==> config.mk <==
export PLATFORM = sky130hd
export DESIGN_NAME = led_shift_ctrl_flat
export DESIGN_NICKNAME = d
export VERILOG_FILES = /design/src/rtl/led_shift_ctrl_if.sv /design/src/rtl/led_shift_ctrl.sv /design/src/flat_wrapper.sv
export SDC_FILE = /design/constraint.sdc
export NUM_CORES = 1
export LEC_CHECK = 0
export ABC_AREA = 1
export CORE_MARGIN = 8
export CORE_UTILIZATION = 45
export DETAILED_ROUTE_END_ITERATION = 7
export PLACE_DENSITY = 0.68
export SLEW_MARGIN = 30
export SYNTH_ARGS = -nofsm -noshare
export SYNTH_HDL_FRONTEND = slang
export SYNTH_SLANG_ARGS = --single-unit
==> constraint.sdc <==
create_clock -name clk -period 3.5 [get_ports clk]
set_clock_uncertainty 0.1 [all_clocks]
set_input_delay 0.35 -clock clk [delete_from_list [all_inputs] [get_ports clk]]
set_output_delay 0.35 -clock clk [all_outputs]
set_load 0.01 [all_outputs]
==> src/rtl/led_shift_ctrl_if.sv <==
// led_shift_ctrl_if: request handshake and shifter drive bundle for the LED shift sequencer.
interface led_shift_ctrl_if #(
  parameter int WIDTH = 8,
  parameter int ROT_W = 4
);
  logic             start_valid;
  logic             start_ready;
  logic [WIDTH-1:0] pattern;
  logic [ROT_W-1:0] rot_count;
  logic             stop;
  logic             sh_en;
  logic             sh_mode;
  logic             sh_data;
  logic             busy;
  logic             done;
  modport master (
    output start_valid, pattern, rot_count, stop,
    input  start_ready, sh_en, sh_mode, sh_data, busy, done
  );
  modport slave (
    input  start_valid, pattern, rot_count, stop,
    output start_ready, sh_en, sh_mode, sh_data, busy, done
  );
endinterface

==> src/rtl/led_shift_ctrl.sv <==
// led_shift_ctrl: loads a byte MSB-first into the LED shifter, then rotates it a
// counted number of steps (or until stop) at one step every DIV clocks.
module led_shift_ctrl #(
  parameter int WIDTH = 8,
  parameter int DIV   = 4,
  parameter int ROT_W = 4
) (
  input logic             clk,
  input logic             rst,
  led_shift_ctrl_if.slave ctrl
);
  typedef enum logic [1:0] {IDLE, LOAD, ROTATE} state_t;
  localparam int PW = DIV > 1 ? $clog2(DIV) : 1;
  localparam int SW = $clog2(WIDTH) + 1;
  state_t           state_q;
  logic [PW-1:0]    presc_q;
  logic [SW-1:0]    step_q;
  logic [ROT_W-1:0] rem_q;
  logic [WIDTH-1:0] shadow_q;
  logic             sh_en_q, sh_mode_q, sh_data_q, done_q;
  logic             step_edge, loading;
  assign loading          = state_q == LOAD;
  assign step_edge        = state_q != IDLE && presc_q == PW'(DIV - 1);
  assign ctrl.start_ready = state_q == IDLE;
  assign ctrl.busy        = state_q != IDLE;
  assign ctrl.sh_en       = sh_en_q;
  assign ctrl.sh_mode     = sh_mode_q;
  assign ctrl.sh_data     = sh_data_q;
  assign ctrl.done        = done_q;
  // A captured rot_count of 0 leaves rem_q at 0, which marks continuous rotation.
  always_ff @(posedge clk) begin
    if (rst) begin
      state_q   <= IDLE;
      presc_q   <= '0;
      step_q    <= '0;
      rem_q     <= '0;
      shadow_q  <= '0;
      sh_en_q   <= 1'b0;
      sh_mode_q <= 1'b0;
      sh_data_q <= 1'b0;
      done_q    <= 1'b0;
    end else begin
      sh_en_q   <= 1'b0;
      sh_data_q <= 1'b0;
      done_q    <= 1'b0;
      if (state_q == IDLE) begin
        if (ctrl.start_valid) begin
          shadow_q <= ctrl.pattern;
          rem_q    <= ctrl.rot_count;
          presc_q  <= '0;
          step_q   <= '0;
          state_q  <= LOAD;
        end
      end else if (ctrl.stop) begin
        state_q <= IDLE;
      end else begin
        presc_q <= step_edge ? '0 : presc_q + 1'b1;
        if (step_edge) begin
          sh_en_q   <= 1'b1;
          sh_mode_q <= loading;
          sh_data_q <= loading & shadow_q[WIDTH-1];
          if (loading) begin
            shadow_q <= {shadow_q[WIDTH-2:0], 1'b0};
            step_q   <= step_q + 1'b1;
            if (step_q == SW'(WIDTH - 1)) state_q <= ROTATE;
          end else if (rem_q != '0) begin
            rem_q <= rem_q - 1'b1;
            if (rem_q == ROT_W'(1)) begin
              done_q  <= 1'b1;
              state_q <= IDLE;
            end
          end
        end
      end
    end
  end
endmodule

==> src/flat_wrapper.sv <==
// flat-port wrapper written by rule: the top's interface ports become plain ports
module led_shift_ctrl_flat 
#(
  parameter int WIDTH = 8,
  parameter int DIV   = 4,
  parameter int ROT_W = 4
)
  (clk, rst, ctrl_start_valid, ctrl_pattern, ctrl_rot_count, ctrl_stop, ctrl_start_ready, ctrl_sh_en, ctrl_sh_mode, ctrl_sh_data, ctrl_busy, ctrl_done);
  led_shift_ctrl_if #(.WIDTH(WIDTH), .ROT_W(ROT_W)) ctrl_i ();
  input logic clk;
  input logic rst;
  input wire logic [$bits(ctrl_i.start_valid)-1:0] ctrl_start_valid;
  input wire logic [$bits(ctrl_i.pattern)-1:0] ctrl_pattern;
  input wire logic [$bits(ctrl_i.rot_count)-1:0] ctrl_rot_count;
  input wire logic [$bits(ctrl_i.stop)-1:0] ctrl_stop;
  output wire logic [$bits(ctrl_i.start_ready)-1:0] ctrl_start_ready;
  output wire logic [$bits(ctrl_i.sh_en)-1:0] ctrl_sh_en;
  output wire logic [$bits(ctrl_i.sh_mode)-1:0] ctrl_sh_mode;
  output wire logic [$bits(ctrl_i.sh_data)-1:0] ctrl_sh_data;
  output wire logic [$bits(ctrl_i.busy)-1:0] ctrl_busy;
  output wire logic [$bits(ctrl_i.done)-1:0] ctrl_done;
  assign ctrl_i.start_valid = ctrl_start_valid;
  assign ctrl_i.pattern = ctrl_pattern;
  assign ctrl_i.rot_count = ctrl_rot_count;
  assign ctrl_i.stop = ctrl_stop;
  assign ctrl_start_ready = ctrl_i.start_ready;
  assign ctrl_sh_en = ctrl_i.sh_en;
  assign ctrl_sh_mode = ctrl_i.sh_mode;
  assign ctrl_sh_data = ctrl_i.sh_data;
  assign ctrl_busy = ctrl_i.busy;
  assign ctrl_done = ctrl_i.done;
  led_shift_ctrl #(.WIDTH(WIDTH), .DIV(DIV), .ROT_W(ROT_W)) u_core (.clk(clk), .rst(rst), .ctrl(ctrl_i));
endmodule
# == After elaboration in Yosys (flattened, before gate mapping) ==
# Cells that the tools add are included.
# word_totals
inputBits,16
reg_bits,24
output_inout_bits,6
wordCells,73
# op_classes
n_mux,30
reduce_logical,18
n_addsub,3
n_bitwise,5
eq_ne,8
# op_table
cell,n
$mux 4,11
$mux 8,5
$mux 2,12
$reduce_bool 4->1,3
$reduce_and 5->1,2
$reduce_bool 2->1,4
$reduce_or 6->1,1
$add 4x1->4 const B,1
$eq 4x1->1 const B,1
$eq 4x3->1 const B,1
$ne 2x2->1 const B,2
$ne 4x4->1 const B,1
$not 1->1,4
$reduce_and 4->1,1
$reduce_or 4->1,1
$sub 4x1->4 const B,1
$reduce_and 3->1,1
$reduce_bool 3->1,1
$reduce_or 3->1,1
$add 2x1->2 const B,1
$eq 2x1->1 const B,1
$eq 2x2->1 const B,1
$logic_not 2->1,1
$mux 1,2
other kinds (4),4

# == Depth between registers and ports, before layout ==
# Gate-level depths: netlist of the first run.
# logic_depth
ltp_word,7
mapped_depth,9
depth_no_buf,9

# == Worst setup path before layout of the first run ==
# OpenSTA, ideal clock, no wires.
# synth_timing
path_type,reg-to-reg
startpoint,register u_core.presc_q[0]
endpoint,register u_core.step_q[1]
n_path_buf,1
setup_time_ns,0.070
arrival_ns,1.136
slack_ns,2.195
required_time_ns,3.330
stages_incl_launch_ff,8
synth_period_minus_slack_ns,1.305
cell_sequence,dfxtp_1 -> ha_1 -> inv_1 -> nand2_1 -> nand2_4 -> buf_6 -> nand2_1 -> a21oi_1
# synth_between
elab_chain_cells,4
# synth_lines
item,line,text
from (decl),led_shift_ctrl.sv:16,logic [PW-1:0] presc_q;
from (signal assigned),led_shift_ctrl.sv:57,presc_q <= step_edge ? '0 : presc_q + 1'b1;
$eq 2x2->1,led_shift_ctrl.sv:23,assign step_edge = state_q != IDLE && presc_q == PW'(DIV - 1);
$logic_and 1x1->1,led_shift_ctrl.sv:23,
$reduce_bool 2->1 (no source line),--,
$reduce_and 4->1 (no source line),--,
to (signal assigned),led_shift_ctrl.sv:64,step_q <= step_q + 1'b1;
to (decl),led_shift_ctrl.sv:17,logic [SW-1:0] step_q;
# No other way between the ends.
# A chain may end at the register's enable or synchronous reset.

# == Final worst setup path of the first run ==
# layout_timing
startpoint,register u_core.state_q[1]
endpoint,output port ctrl_start_ready
# layout_between
elab_chain_cells,1
# layout_lines
item,line,text
from (decl),led_shift_ctrl.sv:15,state_t state_q;
from (signal assigned),led_shift_ctrl.sv:33,state_q <= IDLE;
from (signal assigned),led_shift_ctrl.sv:52,state_q <= LOAD;
from (signal assigned),led_shift_ctrl.sv:55,state_q <= IDLE;
$logic_not 2->1,led_shift_ctrl.sv:24,assign ctrl.start_ready = state_q == IDLE;
to (decl),flat_wrapper.sv:16,output wire logic [$bits(ctrl_i.start_ready)-1:0] ctrl_start_ready;
# No other way between the ends.

==> results of run 1 <==
==> worst min path at each step <==
| stage | startpoint | endpoint | slack, ps | cells past startpoint |
|---|---|---|---|---|
| 2_1_floorplan | rst | u_core.ctrl.sh_mode$_SDFFE_PP0P_ | 320 | 1 |
| 3_3_place_gp | u_core.shadow_q[4]$_SDFFE_PP0P_ | u_core.shadow_q[4]$_SDFFE_PP0P_ | 340 | 2 |
| 3_5_place_dp | u_core.shadow_q[6]$_SDFFE_PP0P_ | u_core.shadow_q[6]$_SDFFE_PP0P_ | 340 | 2 |
| 4_1_cts | u_core.shadow_q[6]$_SDFFE_PP0P_ | u_core.shadow_q[6]$_SDFFE_PP0P_ | 360 | 2 |
| 5_1_grt | u_core.shadow_q[2]$_SDFFE_PP0P_ | u_core.shadow_q[2]$_SDFFE_PP0P_ | 390 | 2 |
| 6_report | u_core.shadow_q[6]$_SDFFE_PP0P_ | u_core.shadow_q[6]$_SDFFE_PP0P_ | 360 | 2 |
==> sequential cells by signal, indices dropped and copies added, names as in the netlist <==
| signal | count |
|---|---|
| u_core.state_q | 2 |
| u_core.presc_q | 2 |
| u_core.ctrl.sh_data | 1 |
| u_core.ctrl.sh_mode | 1 |
| u_core.ctrl.sh_en | 1 |
| u_core.ctrl.done | 1 |
| u_core.step_q | 4 |
| u_core.shadow_q | 8 |
| u_core.rem_q | 4 |
==> routing by layer <==
metal  track usage  part of all wire  vias to the layer above
met2         0.207              0.45                       18
met3        0.0245             0.046                        4
met4        0.0486            0.0094                        0
met1         0.140              0.49                      518
li1              -                 -                      609
met5             0                 0                        -
==> worst reg2reg max path, stage by stage, from the launching register on <==
cell and delay (ps):
dfxtp_1 370, nor2_2 560, nand2_2 250, nand2_2 190, nand2_4 140, o21ai_0 190, a21oi_1 60
==> power by group <==
part	internal, mW	switching [mW]
registers	0.350	0.0442
logic	0.196	0.363
clock network	0.0636	0.0833
==> cells in the mapped netlist <==
cell type  instances
a21oi_1           16
nand2_2            4
nor2_2             1
nor2_1            20
nand3b_1           1
buf_2              2
dfxtp_1           24
inv_1             22
clkbuf_1           1
nand4_1            2
nor3_2             1
nand2_4            1
nand2_1           39
o21ai_0           23
o211a_1            1
ha_1               4
buf_6              2
nand3_1           12
inv_2              1
==> kinds of logic (layout without fill, tap and decap cells) <==
family	after synthesis	count (layout)	synth area share
flops	24	24	0.396
compound gates	40	40	0.169
buf+inv	28	48	0.101
simple gates	81	81	0.292
fa+ha+maj	4	4	0.0413
==> cell usage in the layout (no fill, tap or decap), types with 2 or more instances in the layout <==
cell type	count
a21oi_1	16
clkbuf_4	3
clkdlybuf4s50_1	21
dfxtp_1	24
ha_1	4
inv_1	22
nand2_1	39
nand2_2	4
nand3_1	12
nand4_1	2
nor2_1	20
o21ai_0	23
==> metrics by stage <==
step | utilization | hold WS (ps)
after floorplan | - | 319
after global placement | 0.535 | 336
after detailed placement | 0.535 | 341
after CTS | 0.549 | 360
after global routing | 0.549 | 389
final | 0.549 | 357
==> final cells by class <==
type | count | share of cell area
Timing Repair Buffer | 21 | 0.144
Sequential cell | 24 | 0.329
Clock buffer | 4 | 0.0248
Multi-Input combinational cell | 125 | 0.417
Tap cell | 31 | 0.0265
Inverter | 23 | 0.0591
==> impl_metrics.env, run 1 <==
export IMPL_wirelength_mm=2.57
export IMPL_ant_nets=0
export IMPL_totalNegativeSetupSlack_ps=0
export IMPL_htreeDepth=1
export IMPL_gp_congestion=0.861
export IMPL_die_h_um=67.9
export IMPL_setup_viol=0
export IMPL_vdd_ir_drop_worst_mv=0.403
export IMPL_wl_per_cell_um=11.3
export IMPL_worst_setup_path_start_kind="flop"
export IMPL_synth_top_area_share=0.396
export IMPL_root_buffer="clkbuf_4"
export IMPL_critPathMaxFanout=21
export IMPL_synthTopCellsByArea="dfxtp_1 40%, nand2_1 12%, o21ai_0 9.5%"
export IMPL_crit_start="u_core.state_q[1]$_SDFFE_PP0P_"
export IMPL_syn_nets=197
export IMPL_dieWidth_um=67.9
export IMPL_core_um2=2660
export IMPL_dieArea_um2=4610
export IMPL_rsz0062_at_grt="no"
export IMPL_drt_iter0_markers=66
export IMPL_start_util=0.455
export IMPL_min_path_type="reg2reg"
export IMPL_rows=19
export IMPL_final_nets=218
export IMPL_ys_ff_latch=24
export IMPL_final_cells=228
export IMPL_fill_cells=283
export IMPL_required_ps=3050
export IMPL_place_ws_ps=1470
export IMPL_syn_area_per_cell_um2=6.85
export IMPL_clock_latency_ps=310
export IMPL_endpoint="ctrl_start_ready"
export IMPL_fin_crit_sh=0.676
export IMPL_timing_final_ws_setup_ps=1140
export IMPL_drive_gt1_frac=0.0609
export IMPL_grt_max_degree=22
export IMPL_timing_worst_setup_path_type="reg2out"
export IMPL_clockBufferDepth=2
export IMPL_ys_seq_area_frac=0.396
export IMPL_power_density_nw_per_um2=753
export IMPL_cpPeakStageDelay_ps=670
export IMPL_tritoncts="built"
export IMPL_final_area_um2=1460
export IMPL_clk_pin_slew_ps=130
export IMPL_crit_path_end_kind="primary output"
export IMPL_hold_buffers=0
export IMPL_syn_inst=177
export IMPL_synth_area_um2=1210
export IMPL_ys_warnings_count=0
export IMPL_crit_cells=2
export IMPL_dp_cells=224
export IMPL_cts_resized=0
export IMPL_areaGrowthSynthToFinish_pct=20.5
export IMPL_grt_pass1_wl_mm=4.37
export IMPL_seqCellArea_um2=480
export IMPL_reg2reg_slack_ps=1550
export IMPL_route_detailed_drc=0
export IMPL_timing_slew_headroom=0.547
export IMPL_worst_slew_pin_slew_ps=678
export IMPL_rr_startpoint="u_core.state_q[1]$_SDFFE_PP0P_"
export IMPL_fmaxAchievable_mhz=423
export IMPL_finalPower_mw=1.10
export IMPL_insertedDiodeCount=0
export IMPL_min_period_ps=2360
export IMPL_place_area_um2=1430
export IMPL_path_cells="nor2_2, clkdlybuf4s50_1"
export IMPL_grt_antenna_before_repair=0
export IMPL_cap_viol_max_count=0
export IMPL_drv_slew=0
export IMPL_numCtsBuffers=3
export IMPL_p_leak_nw=0.623
export IMPL_ys_types=19
export IMPL_cp_num_buf_inv=1
export IMPL_grt_pass1_vias=1059
export IMPL_ios=22
export IMPL_clock_sinks=24
export IMPL_overflow=0
export IMPL_hold_viol_final=0
export IMPL_grt_usage=0.119
export IMPL_firstDrtPassIters=4
export IMPL_slowest_stage="clkdlybuf4s50_1"
export IMPL_rr_endpoint="u_core.shadow_q[1]$_SDFFE_PP0P_"
export IMPL_r2r_cells=6
export IMPL_status="complete, no violations"
export IMPL_hpwl_mm=1.92
export IMPL_cp_top_family="buffers and inverters"
export IMPL_post_cts_buffers=0
export IMPL_vias=1149
export IMPL_critical_path_arrival_ps=1910
export IMPL_multi_input_area_um2=609
export IMPL_via_per_inst=5.04
export IMPL_numPortBuffers=21
export IMPL_synth_top_cell_by_area="dfxtp_1"
No activity file was read; power rests on OpenSTA's default activity.
==> inputs of run 2 (changes only) <==
- clock period: 3.5 -> 2.45 ns (I/O delays scaled with it)
==> impl_metrics.env, run 2 (synthesis gave the netlist of run 1 again) <==
export IMPL_status="complete, no violations"
export IMPL_numCtsBuffers=3
export IMPL_grt_usage=0.127
export IMPL_worst_setup_path_start_kind="flop"
export IMPL_final_area_um2=1490
export IMPL_slowest_stage="clkdlybuf4s50_1"
export IMPL_p_clk_frac=0.174
export IMPL_critPathMaxFanout=11
export IMPL_final_common_cell="nand2_1"
export IMPL_hold_slack_ps=359
export IMPL_root_buffer="clkbuf_4"
export IMPL_numPortBuffers=21
export IMPL_tritoncts="built"
export IMPL_rr_startpoint="u_core.state_q[1]$_SDFFE_PP0P_"
export IMPL_pwr_share_seq=0.337
export IMPL_final_nets=219
export IMPL_crit_start="u_core.state_q[1]$_SDFFE_PP0P_"
export IMPL_grt_antenna_before_repair=0
export IMPL_post_cts_buffers=0
export IMPL_combinationalPowerShare=0.488
export IMPL_rsz0062_at_grt="no"
export IMPL_grt_max_degree=19
export IMPL_dieArea_um2=4610
export IMPL_wl_per_cell_um=11.7
export IMPL_drt_iter0_markers=50
export IMPL_switching_share=0.427
export IMPL_cts_resized=0
export IMPL_drive_gt1_frac=0.0657
export IMPL_gp_congestion=0.927
export IMPL_start_util=0.455
export IMPL_final_cell_mix="39 x nand2_1, 24 x dfxtp_1, 23 x o21ai_0"
export IMPL_p_leak_nw=0.635
export IMPL_clockBufferDepth=2
export IMPL_ant_nets=0
export IMPL_required_ps=2110
export IMPL_vias=1166
export IMPL_core_um2=2660
export IMPL_route_detailed_drc=0
export IMPL_worst_slew_pin_slew_ps=405
export IMPL_place_area_um2=1430
export IMPL_timing_final_ws_setup_ps=493
export IMPL_firstDrtPassIters=4
export IMPL_grt_pass1_vias=1166
export IMPL_hpwl_mm=2.06
export IMPL_timing_slew_headroom=0.730
export IMPL_hold_buffers=0
export IMPL_setup_viol=0
export IMPL_final_cells=229
export IMPL_fin_crit_sh=0.799
export IMPL_largest_reg_flops=8
export IMPL_wirelength_mm=2.69
export IMPL_worstHoldStart="u_core.shadow_q[5]$_SDFFE_PP0P_"
export IMPL_min_period_ps=1960
export IMPL_via_per_inst=5.09
export IMPL_hold_viol_final=0
export IMPL_overflow=0
export IMPL_path_cells="inv_2, nand2_2, clkdlybuf4s50_1"
export IMPL_clock_latency_ps=320
export IMPL_regMostFlops="u_core.shadow_q"
export IMPL_power_switching_mw=0.716
export IMPL_cpPeakStageDelay_ps=580
export IMPL_place_ws_ps=702
export IMPL_areaGrowthSynthToFinish_pct=22.5
export IMPL_rows=19
export IMPL_crit_path_end_kind="primary output"
export IMPL_grt_pass1_wl_mm=4.64
export IMPL_ios=22
export IMPL_min_path_type="reg2reg"
export IMPL_clock_sinks=24
export IMPL_dieWidth_um=67.9
export IMPL_totalNegativeSetupSlack_ps=0
export IMPL_timing_worst_setup_path_type="reg2out"
export IMPL_htreeDepth=1
export IMPL_intPower_mw=0.960
export IMPL_drv_slew=0
export IMPL_cap_viol_max_count=0
export IMPL_power_density_nw_per_um2=1130
export IMPL_die_h_um=67.9
export IMPL_dp_cells=225
export IMPL_insertedDiodeCount=0
export IMPL_vdd_ir_drop_worst_mv=0.622
export IMPL_reg_top3="u_core.shadow_q (8), u_core.rem_q (4), u_core.step_q (4)"
export IMPL_clk_pin_slew_ps=140
export IMPL_critical_path_arrival_ps=1610
export IMPL_fmaxAchievable_mhz=511
[run 2: routing by layer]
| metal | GRT usage | routed length [um] | vias up |
|---|---|---|---|
| met3 | 0.0229 | 134 | 7 |
| met4 | 0.0665 | 59 | 0 |
| met2 | 0.222 | 1270 | 32 |
| met1 | 0.144 | 1230 | 518 |
| met5 | 0 | 0 | - |
| li1 | - | - | 609 |
[run 2: cell type report]
class	instances	area (um2)
Clock buffer	3	22.5
Clock inverter	1	30.0
Fill cell	277	1180
Inverter	23	86.3
Multi-Input combinational cell	125	609
Sequential cell	24	480
Tap cell	31	38.8
Timing Repair Buffer	22	218
[run 2: critical path: cells and delay by family, from the launching register on]
family	cells	cell delay (ps)
simple gates	1	180
buf+inv	2	670
flops	1	440
[run 2: stage by stage]
| step | power, mW | utilization |
|---|---|---|
| floorplan | 1.22 | - |
| global placement | 1.36 | 0.538 |
| detailed placement | 1.39 | 0.538 |
| CTS | 1.69 | 0.558 |
| global route | 1.82 | 0.558 |
| finish | 1.68 | 0.558 |
[run 2: power groups by stage]
| stage | logic (mW) | clock network [mW] | registers [mW] |
|---|---|---|---|
| after floorplan | 0.661 | 0 | 0.558 |
| final | 0.819 | 0.292 | 0.565 |
| after global placement | 0.794 | 0 | 0.570 |
| after detailed placement | 0.817 | 0 | 0.573 |
| after CTS | 0.826 | 0.300 | 0.565 |
| after global routing | 0.931 | 0.315 | 0.577 |
[run 2: final timing paths]
check | end | slack, ps | cells after the start
worst min-delay path | u_core.shadow_q[5]$_SDFFE_PP0P_ | 360 | 2
worst max-delay path | ctrl_busy | 490 | 3
worst max register to register | u_core.shadow_q[6]$_SDFFE_PP0P_ | 930 | 6
worst min register to register | u_core.shadow_q[5]$_SDFFE_PP0P_ | 360 | 2
